<file path="config.mk">
export PLATFORM = sky130hd
export DESIGN_NAME = calc_cmd_sequencer
export DESIGN_NICKNAME = d
export VERILOG_FILES = /design/src/rtl/calc_cmd_sequencer.sv
export SDC_FILE = /design/constraint.sdc
export NUM_CORES = 1
export LEC_CHECK = 0
export ABC_AREA = 0
export CAP_MARGIN = 20
export CELL_PAD_IN_SITES_DETAIL_PLACEMENT = 1
export CELL_PAD_IN_SITES_GLOBAL_PLACEMENT = 1
export CORE_MARGIN = 2
export CORE_UTILIZATION = 35
export DETAILED_ROUTE_END_ITERATION = 12
export PLACE_DENSITY_LB_ADDON = 0.1
export SLEW_MARGIN = 20
export SYNTH_ARGS = -nofsm -noshare
export SYNTH_HDL_FRONTEND = slang
export SYNTH_SLANG_ARGS = --single-unit
</file>
<file path="constraint.sdc">
create_clock -name i_clock -period 2.75 [get_ports i_clock]
set_input_delay 0.6875 -clock i_clock [delete_from_list [all_inputs] [get_ports i_clock]]
set_output_delay 0.6875 -clock i_clock [all_outputs]
set_load 0.02 [all_outputs]
</file>
<file path="src/rtl/calc_cmd_sequencer.sv">
// rtl/calc_cmd_sequencer.sv - keypad command FIFO and core-handshake sequencer
//
// Purpose:
//   Queues 4-bit keypad codes in a DEPTH-entry FIFO and issues them one at a
//   time on o_cmd, paced by the calculator core's status handshake
//   (2'b10 ready, 2'b01 busy/refresh, 2'b00 error). At most one command is in
//   flight. A sampled error status parks the block in a sticky ERROR state
//   with the FIFO flushed until reset.
//
// Optional feature macro: CMDSEQ_WDOG_EN
//   When defined, a cycle counter runs in ISSUE/BUSY and forces ERROR once
//   it reaches WDOG_MAX without a state change. When undefined there is no
//   counter and the WDOG_MAX parameter does not exist.
//
// Ports:
//   i_clock       system clock, rising edge
//   i_reset       asynchronous, active-high reset
//   i_key_valid   keypad code present
//   i_key_code    keypad code 0..15
//   o_key_ready   FIFO can accept; push = i_key_valid & o_key_ready
//   i_status      core status (00 err, 01 busy, 10 ready)
//   o_cmd         registered command to the core
//   o_busy        high whenever the sequencer is not IDLE
//   o_err         sticky error flag
//   o_fifo_cnt    current FIFO occupancy
//   o_cmd_count   number of issued commands, wraps at 16'hFFFF -> 0

module calc_cmd_sequencer #(
    parameter int          DEPTH    = 8,
    parameter logic [3:0]  IDLE_CMD = 4'hD
`ifdef CMDSEQ_WDOG_EN
    ,
    parameter int          WDOG_MAX = 64
`endif
) (
    input  logic                     i_clock,
    input  logic                     i_reset,
    input  logic                     i_key_valid,
    input  logic [3:0]               i_key_code,
    output logic                     o_key_ready,
    input  logic [1:0]               i_status,
    output logic [3:0]               o_cmd,
    output logic                     o_busy,
    output logic                     o_err,
    output logic [$clog2(DEPTH):0]   o_fifo_cnt,
    output logic [15:0]              o_cmd_count
);

    localparam int AW = $clog2(DEPTH);
    localparam logic [AW:0] FULL_CNT = (AW + 1)'(DEPTH);

    localparam logic [1:0] STAT_ERROR = 2'b00;
    localparam logic [1:0] STAT_READY = 2'b10;

    typedef enum logic [1:0] {
        S_IDLE  = 2'd0,
        S_ISSUE = 2'd1,
        S_BUSY  = 2'd2,
        S_ERROR = 2'd3
    } state_t;

    // FIFO storage and bookkeeping
    logic [3:0]    r_mem [DEPTH];
    logic [AW-1:0] r_wr_ptr;
    logic [AW-1:0] r_rd_ptr;
    logic [AW:0]   r_cnt;

    // FSM state and registered outputs
    state_t        r_state;
    logic [3:0]    r_cmd;
    logic          r_busy;
    logic          r_err;
    logic [15:0]   r_cmd_count;

    logic          w_ready;
    logic          w_push;
    logic          w_pop;
    logic          w_to_error;
    logic          w_flush;
    logic          w_wdog_hit;
    logic [3:0]    w_head;

    // Ready depends only on registered count and error flag, so a pop in
    // the same cycle never opens the FIFO early when it is full.
    assign w_ready = (r_cnt < FULL_CNT) && !r_err;
    assign w_push  = i_key_valid && w_ready;
    assign w_head  = r_mem[r_rd_ptr];

    // Error entry beats every other transition, including a pop.
    assign w_to_error = (r_state != S_ERROR) &&
                        ((i_status == STAT_ERROR) || w_wdog_hit);

    assign w_pop = (r_state == S_IDLE) && (r_cnt != '0) &&
                   (i_status == STAT_READY) && !w_to_error;

    // Keep the FIFO empty for as long as the block is parked in ERROR.
    assign w_flush = w_to_error || (r_state == S_ERROR);

`ifdef CMDSEQ_WDOG_EN
    localparam int WW = $clog2(WDOG_MAX + 1);

    logic [WW-1:0] r_wdog;
    logic          w_state_change;
    logic          w_wdog_active;

    assign w_wdog_active  = (r_state == S_ISSUE) || (r_state == S_BUSY);

    // Mirrors the transition conditions of the FSM below (excluding the
    // watchdog itself, which only fires when nothing else moved the state).
    assign w_state_change = (i_status == STAT_ERROR) || w_pop ||
                            ((r_state == S_ISSUE) && (i_status != STAT_READY)) ||
                            ((r_state == S_BUSY)  && (i_status == STAT_READY));

    // r_wdog counts completed cycles in the current ISSUE/BUSY stay; it
    // equals WDOG_MAX-1 on the edge that would be the WDOG_MAX-th cycle.
    assign w_wdog_hit = w_wdog_active && !w_state_change &&
                        (r_wdog == WW'(WDOG_MAX - 1));

    always_ff @(posedge i_clock or posedge i_reset) begin
        if (i_reset) begin
            r_wdog <= '0;
        end else if (w_state_change || !w_wdog_active || w_wdog_hit) begin
            r_wdog <= '0;
        end else begin
            r_wdog <= r_wdog + WW'(1);
        end
    end
`else
    assign w_wdog_hit = 1'b0;
`endif

    // Storage array carries no reset; contents are only meaningful
    // between the read and write pointers.
    always_ff @(posedge i_clock) begin
        if (w_push) begin
            r_mem[r_wr_ptr] <= i_key_code;
        end
    end

    always_ff @(posedge i_clock or posedge i_reset) begin
        if (i_reset) begin
            r_wr_ptr <= '0;
            r_rd_ptr <= '0;
            r_cnt    <= '0;
        end else if (w_flush) begin
            r_wr_ptr <= '0;
            r_rd_ptr <= '0;
            r_cnt    <= '0;
        end else begin
            if (w_push) begin
                r_wr_ptr <= r_wr_ptr + AW'(1);
            end
            if (w_pop) begin
                r_rd_ptr <= r_rd_ptr + AW'(1);
            end
            case ({w_push, w_pop})
                2'b10:   r_cnt <= r_cnt + (AW + 1)'(1);
                2'b01:   r_cnt <= r_cnt - (AW + 1)'(1);
                default: r_cnt <= r_cnt;
            endcase
        end
    end

    always_ff @(posedge i_clock or posedge i_reset) begin
        if (i_reset) begin
            r_state     <= S_IDLE;
            r_cmd       <= IDLE_CMD;
            r_busy      <= 1'b0;
            r_err       <= 1'b0;
            r_cmd_count <= 16'd0;
        end else if (w_to_error) begin
            r_state <= S_ERROR;
            r_cmd   <= IDLE_CMD;
            r_busy  <= 1'b1;
            r_err   <= 1'b1;
        end else begin
            case (r_state)
                S_IDLE: begin
                    if (w_pop) begin
                        r_state     <= S_ISSUE;
                        r_cmd       <= w_head;
                        r_busy      <= 1'b1;
                        r_cmd_count <= r_cmd_count + 16'd1;
                    end
                end
                S_ISSUE: begin
                    // Command stays on the bus until the core drops ready.
                    if (i_status != STAT_READY) begin
                        r_state <= S_BUSY;
                        r_cmd   <= IDLE_CMD;
                    end
                end
                S_BUSY: begin
                    if (i_status == STAT_READY) begin
                        r_state <= S_IDLE;
                        r_busy  <= 1'b0;
                    end
                end
                S_ERROR: begin
                    r_cmd <= IDLE_CMD;
                end
            endcase
        end
    end

    assign o_key_ready = w_ready;
    assign o_cmd       = r_cmd;
    assign o_busy      = r_busy;
    assign o_err       = r_err;
    assign o_fifo_cnt  = r_cnt;
    assign o_cmd_count = r_cmd_count;

endmodule

</file>
## Word level (Yosys, flattened, before mapping)

Memories as Yosys holds them, arrays and structs flattened.
Cells that the tools add are included.

| storage, ports and cells | value |
|---|---|
| flip-flop bits (word level) | 34 |
| bits in writable memories | 32 |
| memories | 1 |

| operators by class | value |
|---|---|
| $lt $le $gt $ge | 1 |
| bitwise logic cells | 1 |
| equal/unequal tests | 11 |
| add/sub/neg operators | 5 |
| reduce and logical (&&, ||, !) cells | 22 |
| mux-type cells | 21 |

Memory list:

| memory | words | bits a word | read ports | clocked after Yosys merged registers in | wr ports | line | text |
|---|---|---|---|---|---|---|---|
| r_mem | 8 | 4 | 1 | 0 | 1 | 63 | `logic [3:0] r_mem [DEPTH];` |

Operator list:

| kind | count |
|---|---|
| adder 16 x 1 -> 16 bit, second input constant | 1 |
| two-way mux 4 bit | 4 |
| two-way mux 3 bit | 4 |
| case mux 4 bit (3 select lines) | 1 |
| nonzero test 4 bit | 3 |
| != test 3 bit, second input constant | 3 |
| AND reduction 3 bit | 3 |
| == test 2 bit, second input constant | 4 |
| two-way mux 2 bit | 4 |
| case mux 4 bit (2 select lines) | 1 |
| adder 3 x 1 -> 3 bit, second input constant | 2 |
| logical AND 1 bit | 6 |
| case mux 2 bit (3 select lines) | 1 |
| nonzero test 3 bit | 2 |
| two-way mux 1 bit | 5 |
| adder 4 x 1 -> 4 bit, second input constant | 1 |
| == test 2 x 1 -> 1 bit, second input constant | 2 |
| zero test 2 bit | 2 |
| less-than comparator 4 bit, second input constant | 1 |
| != test 2 bit, second input constant | 2 |
| AND reduction 4 bit | 1 |
| nonzero test 2 bit | 2 |
| subtractor 4 x 1 -> 4 bit, second input constant | 1 |
| zero test 1 bit | 2 |
| 3 further kinds | 3 |

## Logic depth before layout (Yosys ltp)

| logic depth | value |
|---|---|
| word-level depth | 7 |
| mapped depth | 9 |
| gate-level depth less buffers | 9 |

## Worst setup path after synthesis

No wires, ideal clock.

| timing | value |
|---|---|
| path kind | input-to-reg |
| start | in i_status[0] |
| end | reg r_cnt[2] (netlist: o_fifo_cnt[2]) |
| buffers on the path | 1 |
| setup slack | 333 ps |
| cell stages on the path | 8 |
| arrival | 2292 ps |
| path through | clkbuf_1 -> nand2b_1 -> nor3_2 -> xor2_1 -> ha_1 -> nor2_1 -> a22oi_2 -> mux2_4 |

| on the way | value |
|---|---|
| cells in the longest elaborated chain, start to end | 7 |
| elaborated cells between the ends (all ways) | 12 |

RTL lines:

| what | line | text |
|---|---|---|
| start: declaration | 41 | `input logic [1:0] i_status,` |
| zero test 2 bit | 91 | `((i_status == STAT_ERROR) \|\| w_wdog_hit);` |
| logical AND 1 bit | 90 | `assign w_to_error = (r_state != S_ERROR) &&` |
| zero test 1 bit | 94 | `(i_status == STAT_READY) && !w_to_error;` |
| logical AND 1 bit | 94 |  |
| == test 2 x 1 -> 1 bit or == test 2 bit (tied branches) | 156 | `case ({w_push, w_pop})` |
| case mux 4 bit (2 select lines) | 156 |  |
| two-way mux 4 bit | 145 | `end else if (w_flush) begin` |
| end signal: assignment | 157 | `2'b10: r_cnt <= r_cnt + (AW + 1)'(1);` |
| end signal: assignment | 158 | `2'b01: r_cnt <= r_cnt - (AW + 1)'(1);` |
| end signal: assignment | 159 | `default: r_cnt <= r_cnt;` |
| end: declaration | 66 | `logic [AW:0] r_cnt;` |

Parallel ways exist; a longest one is shown, timed or not.
A chain may end at the register's enable or synchronous reset.

## Final worst setup path

| timing | value |
|---|---|
| start | reg r_state[1] |
| end | reg r_cnt[2] (netlist: o_fifo_cnt[2]) |

| on the way | value |
|---|---|
| cells in the longest elaborated chain, start to end | 7 |
| elaborated cells between the ends (all ways) | 14 |

RTL lines:

| what | line | text |
|---|---|---|
| start: declaration | 69 | `state_t r_state;` |
| start signal: assignment | 166 | `r_state <= S_IDLE;` |
| start signal: assignment | 172 | `r_state <= S_ERROR;` |
| start signal: assignment | 180 | `r_state <= S_ISSUE;` |
| != test 2 bit or zero test 2 bit (tied branches) | 90, 93 |  |
| logical AND 1 bit, on equally long branches | 90, 93 |  |
| zero test 1 bit or logical AND 1 bit (tied branches) | 94, 93 |  |
| logical AND 1 bit | 94 |  |
| == test 2 x 1 -> 1 bit or == test 2 bit (tied branches) | 156 |  |
| case mux 4 bit (2 select lines) | 156 |  |
| two-way mux 4 bit | 145 |  |

Parallel ways exist; a longest one is shown, timed or not.

==> flow_summary.toml <==
[hold_path]
worstHoldPathCells = 1
hp-start = "o_cmd_count[15]"
worstHoldPathType = "reg2reg"
worst_hold_path.endpoint = "o_cmd_count[15]"

[synthesis]
yosysSeqAreaShare_pct = 59.39
asyncSetResetFlopFracSynth_pct = 51.52
synth-edff-count = 32
yosysUniqueCellTypes = 47
synthesis.yosys.warnings = 0
mappedNetlistArea_sq_mm = 0.003057
synthCells = 236
ys_seq_elements = 66
synthFlopType = "edfxtp_1"
syn-num-nets = 253
synth.avg_cell_area_sq_um = 12.95

[global_route]
overflow_after_grt = 0
grt_max_degree = 35
first_pass_grt_wire_length_um = 11080
grt_antenna_before_repair = 0
grt_usage_pct = 15.14
grt_pass1_vias = 2120

[detailed_routing]
via_cell_ratio = 5.007
post_drt_wl_per_cell_um = 16.70
antenna_left = 0
drt_first_iter_violations = 51
remaining_routing_drc_violations = 0
drt_pre_antenna_iters = 4
num_vias = 2013
drt-total-wl_um = 6712

[worst_setup_path]
setup.reg_to_reg.worst_slack_ns = 0.36
rr_worst_depth = 9
crit_start = "r_state[1]"
cp-start-kind = "flip-flop"
crit-reg2reg-launch = "r_state[1]"
critical_path.reg2reg.endpoint = "o_fifo_cnt[2]"
endpoint_kind = "flip-flop"
required_ns = 2.98
worst-setup-path-type = "reg2reg"
cp.arrival_ns = 2.62
crit_path_max_fanout = 6

[pwr]
power.net_switching_w = 0.0006300
power.leakage_nw = 1.465
power.internal_w = 0.001813
power.share.clock_pct = 41.1
comb_power_share_pct = 14.2
seq_power_share_pct = 44.7
power.switching_fraction_pct = 25.79
power_density_mw_per_mm2 = 631.0
ir_drop_mv = 0.3471

[die]
die_x_um = 97.45
die_height_um = 97.45
floorplan.initialDensity_pct = 35.57
ioPinCount = 36
fp.dieArea_sq_mm = 0.009497
fp_rows = 34
core_region_area_sq_mm = 0.008593

[timing]
grt_setup_unrepaired = "no"
slew_viol_final = 0
setup_total_negative_slack_ns = 0
timing.clock.skew_ns = 0.009539
finalSetupViolCount = 0
max_clock_freq_ghz = 0.4185
max_slew.worst_pin.slew_ns = 0.5454
fin_hold_ws_ns = 0.4771
post-route-period-util_pct = 86.89
period_minus_slack_ns = 2.389
maxSlewHeadroom_pct = 63.31
hold_violations = 0

[cells_and_area]
fill_cells = 892
finish.net_count = 306
drive_gt1_share_pct = 17.35
commonest_cells_after_routing_fill_and_taps_aside = "clkdlybuf4s50_1 (35), edfxtp_1 (32), dfrtp_1 (31)"
syn_to_final_growth_pct = 26.65
diodes = 0
most_frequent_standard_cell_in_the_layout_excluding_fill_and_tap_cells = "clkdlybuf4s50_1"

[run_status]
run_status = "complete, no violations"

[clock_tree]
cts_made_buffers = 9
cts-root-buf = "clkbuf_8"
worst_setup_hold_path_clk_slew_ns = 0.08
cts-root-to-sink-buffers = 2
clock_tree_from_tritoncts = "yes"
post_cts_resized = 0
cts_htree_levels = 3
cts.sink_count = 66
cts_hold_buffers = 0
clkLatencyLatePin_ns = 0.34
cts_post_setup_buffers_inserted = 0

[placed_design]
gp_routability_congestion = 0.7346
port_buffers = 35
hpwl_um = 4841

[run]
maxCapViolations = 0
cell usage after synthesis (2+ instances only):
cell type   n  share of area, %
inv_1       6              0.74
nand2_1    15               1.8
dfrtp_1    31                25
edfxtp_1   32                31
nand3_1     8               1.3
or4_1       3              0.74
buf_2       4              0.65
clkbuf_1    4              0.49
and3_1      5               1.0
nand2b_1    4              0.82
a21oi_1    13               2.1
xor2_1      4               1.1
mux2i_1     4               1.3
nor4_1      4              0.82
ha_1        8               3.3
xnor2_1    15               4.3
nor3_1     10               1.6
nand4_1     8               1.6
nor2_1     20               2.5
dfstp_2     3               2.6
o21ai_0     2              0.33
mux4_2      8               5.9
power groups by stage:
stage | clock network (W) | registers [W] | logic (W)
5_1_grt | 0.00108 | 0.00110 | 0.000394
6_report | 0.00100 | 0.00109 | 0.000348
4_1_cts | 0.00104 | 0.00109 | 0.000356
3_5_place_dp | 0 | 0.00111 | 0.000352
2_1_floorplan | 0 | 0.00112 | 0.000222
3_3_place_gp | 0 | 0.00111 | 0.000355
cells by family (layout without fill, tap and decap cells):
family                     Yosys count  count (layout)  synth area share, %
buffers and inverters               15              73                2.005
and+or+nand+nor                     86              86                14.57
DFF                                 66              66                59.39
AOI/OAI and AO/OA                   28              28                7.246
adders and majority gates            8               8                3.275
xor gates and xnor gates            19              19                5.444
muxes                               14              14                8.064
per-layer routing:
layer | up-vias | share of wire [%] | GRT usage, %
li1 | 984 | - | -
met1 | 988 | 46 | 19.37
met2 | 33 | 49 | 25.15
met3 | 8 | 2.9 | 3.813
met4 | 0 | 1.3 | 5.128
met5 | - | 0 | 0
worst max-delay path, stage by stage (launching register included):
cell and delay [ns]:
dfrtp_1 0.42, inv_1 0.15, ha_1 0.38, o41ai_4 0.19, nor3_2 0.24, xor2_1 0.18, ha_1 0.20, nor2_1 0.06
a22oi_2 0.16, mux2_4 0.31
through the flow:
stage	std cells	area, sq um	total power (W)	util, %	worst slack (ns)
detailed placement	386	3623	0.001465	42.17	0.03203
global placement	386	3623	0.001468	42.17	0.1148
floorplan	236	3057	0.001342	-	0.3331
CTS	402	3871	0.002483	45.05	0.3495
finish	402	3871	0.002443	45.05	0.3605
global route	402	3871	0.002567	45.05	0.2129
worst max-delay path by stage:
stage,to,slack [ns],cells after the start
after global placement,r_mem[4][1],0.11,5
after global routing,o_fifo_cnt[2],0.21,9
final,o_fifo_cnt[2],0.36,9
after detailed placement,r_mem[6][3],0.03,5
after CTS,o_fifo_cnt[2],0.35,9
after floorplan,o_fifo_cnt[2],0.33,8
registers in the layout (all words and copies together), names as in the netlist:
| name | cells |
|---|---|
| r_mem | 32 |
| o_busy | 1 |
| r_wr_ptr | 3 |
| o_err | 1 |
| r_rd_ptr | 3 |
| o_fifo_cnt | 4 |
| r_state | 2 |
| o_cmd_count | 16 |
| o_cmd | 4 |
final cells by class:
| cell class | instances | area, sq um | share of cell area (%) |
|---|---|---|---|
| Sequential cell | 66 | 1815 | 46.90 |
| Timing Repair Buffer | 51 | 470.5 | 12.15 |
| Multi-Input combinational cell | 155 | 1180 | 30.48 |
| Tap cell | 108 | 135.1 | 3.491 |
| Clock inverter | 7 | 123.9 | 3.200 |
| Inverter | 6 | 22.52 | 0.5818 |
| Clock buffer | 9 | 123.9 | 3.200 |
Power figures use the tool's default switching activity.
